### config.mk
export PLATFORM = sky130hd
export DESIGN_NAME = if_fetch_unit
export DESIGN_NICKNAME = d
export VERILOG_FILES = /design/src/rtl/if_fetch_unit.sv
export SDC_FILE = /design/constraint.sdc
export NUM_CORES = 1
export LEC_CHECK = 0
export BUFFER_PORTS_ARGS = -buffer_cell sky130_fd_sc_hd__buf_2
export CORE_ASPECT_RATIO = 0.5
export CORE_MARGIN = 2
export CORE_UTILIZATION = 51
export DETAILED_ROUTE_END_ITERATION = 10
export GPL_TIMING_DRIVEN = 0
export PLACE_DENSITY = 0.83
export SYNTH_ARGS = -nofsm -noshare
export SYNTH_HDL_FRONTEND = slang
export SYNTH_SLANG_ARGS = --single-unit
### constraint.sdc
create_clock -name dclk -period 6.3 [get_ports dclk]
set_input_delay 1.26 -clock dclk [delete_from_list [all_inputs] [get_ports dclk]]
set_output_delay 1.26 -clock dclk [all_outputs]
set_load 0.05 [all_outputs]
### src/rtl/if_fetch_unit.sv
// rtl/if_fetch_unit.sv - byte-serial instruction fetch FSM with valid/ready output and PC redirect
module if_fetch_unit #(
    parameter int                ADDR_W     = 32,
    parameter int                INST_BYTES = 4,
    parameter int                MEM_LAT    = 2,
    parameter logic [ADDR_W-1:0] RESET_PC   = '0
) (
    input  logic                    dclk,
    input  logic                    rst,
    input  logic                    rdy,
    output logic [ADDR_W-1:0]       addr_mem_o,
    output logic                    ce_mem_o,
    input  logic [7:0]              d_mem_i,
    input  logic                    redirect_i,
    input  logic [ADDR_W-1:0]       redirect_pc_i,
    output logic [8*INST_BYTES-1:0] inst_o,
    output logic [ADDR_W-1:0]       inst_pc_o,
    output logic                    inst_valid_o,
    input  logic                    inst_ready_i
);

    localparam int IDX_W = (INST_BYTES > 1) ? $clog2(INST_BYTES) : 1;
    localparam int CNT_W = $clog2(INST_BYTES + 1);
    localparam logic [IDX_W-1:0] LAST_IDX  = IDX_W'(INST_BYTES - 1);
    localparam logic [CNT_W-1:0] CNT_FULL  = CNT_W'(INST_BYTES);
    localparam logic [CNT_W-1:0] CNT_ONE   = CNT_W'(1);

    typedef enum logic [1:0] {
        S_IDLE  = 2'd0,
        S_FETCH = 2'd1,
        S_HOLD  = 2'd2
    } state_t;

    state_t                  state_q;
    logic [ADDR_W-1:0]       addr_q;
    logic                    ce_q;
    logic [IDX_W-1:0]        idx_q;        // byte lane of the address currently presented
    logic [CNT_W-1:0]        issue_cnt_q;  // addresses presented so far for this word
    logic [ADDR_W-1:0]       pc_base_q;
    logic                    tag_v_q   [MEM_LAT];
    logic [IDX_W-1:0]        tag_idx_q [MEM_LAT];
    logic [8*INST_BYTES-1:0] inst_q;
    logic [ADDR_W-1:0]       inst_pc_q;
    logic                    valid_q;

    logic [ADDR_W-1:0]       pc_next_d;
    logic [ADDR_W-1:0]       addr_inc_d;

    assign pc_next_d  = pc_base_q + ADDR_W'(INST_BYTES);
    assign addr_inc_d = addr_q + ADDR_W'(1);

    assign addr_mem_o   = addr_q;
    assign ce_mem_o     = ce_q;
    assign inst_o       = inst_q;
    assign inst_pc_o    = inst_pc_q;
    assign inst_valid_o = valid_q;

    // Fetch FSM: issue addresses, track in-flight byte tags, assemble and hand off the word.
    always_ff @(posedge dclk or posedge rst) begin
        if (rst) begin
            state_q     <= S_IDLE;
            addr_q      <= RESET_PC;
            ce_q        <= 1'b0;
            idx_q       <= '0;
            issue_cnt_q <= '0;
            pc_base_q   <= RESET_PC;
            inst_q      <= '0;
            inst_pc_q   <= '0;
            valid_q     <= 1'b0;
            for (int i = 0; i < MEM_LAT; i++) begin
                tag_v_q[i]   <= 1'b0;
                tag_idx_q[i] <= '0;
            end
        end else if (rdy) begin
            if (state_q == S_IDLE) begin
                // Redirect is ignored here; the first fetch always starts at RESET_PC.
                state_q     <= S_FETCH;
                pc_base_q   <= RESET_PC;
                addr_q      <= RESET_PC;
                ce_q        <= 1'b1;
                idx_q       <= '0;
                issue_cnt_q <= CNT_ONE;
            end else if (redirect_i) begin
                // Redirect wins over capture and handshake: drop every in-flight byte
                // and the current word, then restart issue at the new target.
                for (int i = 0; i < MEM_LAT; i++) begin
                    tag_v_q[i] <= 1'b0;
                end
                valid_q     <= 1'b0;
                inst_q      <= '0;
                pc_base_q   <= redirect_pc_i;
                addr_q      <= redirect_pc_i;
                ce_q        <= 1'b1;
                idx_q       <= '0;
                issue_cnt_q <= CNT_ONE;
                state_q     <= S_FETCH;
            end else begin
                // The tag of the address on the bus this cycle enters the pipe; the
                // oldest tag names the lane that d_mem_i belongs to right now.
                tag_v_q[0]   <= ce_q;
                tag_idx_q[0] <= idx_q;
                for (int i = 1; i < MEM_LAT; i++) begin
                    tag_v_q[i]   <= tag_v_q[i-1];
                    tag_idx_q[i] <= tag_idx_q[i-1];
                end

                if (state_q == S_FETCH) begin
                    if (issue_cnt_q < CNT_FULL) begin
                        addr_q      <= addr_inc_d;
                        ce_q        <= 1'b1;
                        idx_q       <= idx_q + IDX_W'(1);
                        issue_cnt_q <= issue_cnt_q + CNT_ONE;
                    end else begin
                        ce_q <= 1'b0;
                    end

                    if (tag_v_q[MEM_LAT-1]) begin
                        for (int b = 0; b < INST_BYTES; b++) begin
                            if (tag_idx_q[MEM_LAT-1] == IDX_W'(b)) begin
                                inst_q[8*b +: 8] <= d_mem_i;
                            end
                        end
                        if (tag_idx_q[MEM_LAT-1] == LAST_IDX) begin
                            state_q   <= S_HOLD;
                            valid_q   <= 1'b1;
                            inst_pc_q <= pc_base_q;
                        end
                    end
                end else if (state_q == S_HOLD && valid_q && inst_ready_i) begin
                    // Accepted: move to the next sequential word and issue it immediately.
                    valid_q     <= 1'b0;
                    pc_base_q   <= pc_next_d;
                    addr_q      <= pc_next_d;
                    ce_q        <= 1'b1;
                    idx_q       <= '0;
                    issue_cnt_q <= CNT_ONE;
                    state_q     <= S_FETCH;
                end
            end
        end
    end

endmodule

==> impl_metrics.py <==
metrics = {
    "synth": {
        "synth_edf_count": 0,
        "syn-instance-count": 831,
        "synth_ff_type": "dfrtp_1",
        "ys_seq_area_share_pct": 44.7,
        "syn_area_um2": 8000,
        "synth.distinct_cells": 72,
        "synth_nets": 880,
        "synth_warnings": 0,
        "avgSynthCellArea_um2": 9.62,
        "synthArstFlopShare_pct": 100,
        "ys_seq_elements": 143,
    },
    "sta": {
        "fin_hold_ws_ps": 485,
        "slew_violations": 0,
        "rsz0062_at_grt": "no",
        "min_period_ps": 3450,
        "min_period_over_period_pct": 54.7,
        "hold_violations": 0,
        "fmax_mhz": 290,
        "fin_skew_ps": 10.5,
        "worstMarginPinSlew_ps": 1070,
        "setup_viol": 0,
        "slew_headroom_pct": 28.2,
        "tns_ps": 0,
    },
    "global_routing": {
        "overflow": 0,
        "grt_max_degree": 75,
        "grt_pass1_vias": 7534,
        "grt_pass1_wl_um": 42300,
        "grt.total_usage_pct": 33.3,
        "antenna_found_initial": 0,
    },
    "cells_and_area": {
        "finalNetCount": 1042,
        "num_antenna_cells": 0,
        "syn_to_final_growth_pct": 20.2,
        "final_area_um2": 9610,
        "final_layout_size_suffix_gt1_share_pct": 28.9,
    },
    "drt": {
        "wl_per_cell_um": 23.3,
        "drt_iter0_drc": 1097,
        "drc_errors": 0,
        "viasPerCell": 6.54,
        "ant_nets": 0,
        "routed_wirelength_um": 28100,
        "num_vias": 7911,
        "dr.pass1.iters": 6,
    },
    "hold_path": {
        "hold_path.class": "reg -> reg",
        "hold_depth": 1,
    },
    "power": {
        "report.power.total_mw": 4.88,
        "leakagePower_nw": 4.37,
        "peakVddDrop_mv": 0.246,
        "p_per_area_nw_per_um2": 508,
    },
    "die": {
        "coreArea_um2": 15400,
        "io_pins": 143,
        "die-area_um2": 16800,
        "rows": 32,
        "die_h_um": 92.6,
        "chipWidth_um": 181,
        "initial_core_util_pct": 52.0,
    },
    "clocking": {
        "htreeDepth": 4,
        "post_cts_resized": 0,
        "clk_path_buf_depth": 2,
        "cts_tree": "built",
        "cts_sinks": 143,
        "cts_root_buffer": "clkbuf_16",
        "postCtsSetupBuffers": 0,
        "path_clk_slew_ps": 60,
        "cts_buffers": 17,
        "hold_buffers": 0,
        "insertion_delay_ps": 420,
    },
    "worst_setup_path": {
        "required_ps": 6610,
        "cp-start-kind": "primary input",
        "cp.arrival_ps": 3760,
        "crit_fanout": 10,
        "worstRegToRegCells": 6,
        "end_kind": "flop",
        "crit_type": "in -> reg",
    },
    "place": {
        "dp_hpwl_um": 19800,
        "io_buffers": 142,
        "gp_congestion": 0.985,
        "place_area_um2": 9000,
    },
    "run_status": {
        "status": "finished, final reports clean",
    },
    "flow_run": {
        "drv_cap": 0,
    },
}
[routing by layer]
metal | wire, um | up-vias | GRT usage [%]
li1 | - | 3385 | -
met1 | 11400 | 3789 | 45.2
met2 | 11900 | 630 | 49.3
met3 | 3770 | 107 | 10.5
met4 | 1070 | 0 | 14.6
met5 | 0 | - | 0
[cells in the final DEF (no fill, tap or decap), drive strengths merged, types with 5 or more instances in the layout]
cell type,count
and4,6
nand2b,5
mux2i,10
nand4,22
a211oi,5
nor4,9
clkbuf,44
nor2,58
a21oi,34
a22oi,7
xor2,14
a32oi,8
a31oi,5
o21ai,86
o22ai,5
nor2b,9
and3,17
dfrtp,143
a31o,5
o31ai,8
nor3,16
nand2,83
inv,19
nand3,29
a21o,5
xnor2,22
and2,9
o21a,8
clkinv,5
buf,174
o221ai,5
a22o,13
mux2,70
[cell type report]
| class | instances | area, um2 |
|---|---|---|
| tap | 204 | 255 |
| buffer | 55 | 258 |
| fill | 1307 | 5770 |
| sequential | 143 | 3580 |
| inverter | 16 | 65.1 |
| timing repair buffer | 143 | 738 |
| multi-input combinational | 617 | 4100 |
| clock inverter | 12 | 156 |
| clock buffer | 20 | 457 |
[power breakdown]
part / internal (mW) / leakage [nW] / switching (mW) / total (mW)
Sequential: 1.25 / 1.80 / 0.353 / 1.60
Combinational: 0.619 / 2.28 / 1.60 / 2.22
Clock: 0.648 / 0.301 / 0.414 / 1.06
Total: 2.51 / 4.37 / 2.37 / 4.88
[path summary, 6_finish.rpt]
path / end / start / slack, ps
max: addr_mem_o[20] / redirect_i / 2850
min: issue_cnt_q[0] / issue_cnt_q[0] / 490
max reg2reg: inst_o[3] / state_q[1] / 3490
min reg2reg: issue_cnt_q[0] / issue_cnt_q[0] / 490
max in group asynchronous: pc_base_q[5] / rst / 4560
min in group asynchronous: inst_o[6] / rst / 940
[cells in the mapped netlist, types with 4 or more instances]
library cell	n	share of area [%]
a211oi_1	5	0.47
a21o_1	5	0.47
a21oi_1	33	2.1
a22o_1	13	1.4
a22oi_1	7	0.66
a31o_2	4	0.44
a31oi_1	5	0.39
a32oi_1	8	0.88
and2_1	9	0.70
and3_1	17	1.3
and4_1	5	0.55
buf_1	5	0.23
buf_2	19	1.2
buf_4	7	0.66
clkbuf_1	23	1.1
dfrtp_1	143	45
ha_1	4	0.63
inv_1	15	0.70
mux2_2	70	9.9
mux2i_1	10	1.3
nand2_1	83	3.9
nand2b_1	5	0.39
nand3_1	28	1.8
nand4_1	19	1.5
nor2_1	58	2.7
nor2b_1	9	0.70
nor3_1	15	0.94
nor4_1	7	0.55
o21a_1	8	0.75
o21ai_0	84	5.3
o221ai_1	5	0.55
o22ai_1	5	0.39
o31ai_1	8	0.75
xnor2_1	22	2.4
xor2_1	14	1.5
[sequential cells by signal, indices dropped and copies added (netlist names)]
signal,flops
addr_mem_o,32
inst_o,32
inst_pc_o,32
inst_valid_o,1
idx_q,2
state_q,2
issue_cnt_q,3
pc_base_q,32
ce_mem_o,1
tag_v_q,2
tag_idx_q,4
[critical path, stage by stage]
cell      delay (ps)
buf_2            140
clkbuf_1         240
inv_2            300
clkbuf_1         540
clkbuf_1         590
nand2_1          400
o221ai_1         280
[cells by family (layout without fill, tap and decap cells)]
group / after synthesis / count (layout) / share of synthesized area (%)
AOI/OAI and AO/OA: 226 / 226 / 18.4
muxes: 80 / 80 / 11.1
xor gates and xnor gates: 36 / 36 / 3.94
DFF: 143 / 143 / 44.7
buffers and inverters: 71 / 246 / 3.97
adders and majority gates: 4 / 4 / 0.626
and+or+nand+nor: 271 / 271 / 17.2
[metrics by stage]
step | setup slack (ps) | cells | util, %
after floorplan | 1200 | 831 | -
after global placement | -329 | 1177 | 58.3
after detailed placement | 2620 | 1178 | 58.5
after CTS | 3040 | 1210 | 62.5
after global routing | 2880 | 1210 | 62.5
final | 2850 | 1210 | 62.5
No activity file was read; power rests on OpenSTA's default activity.
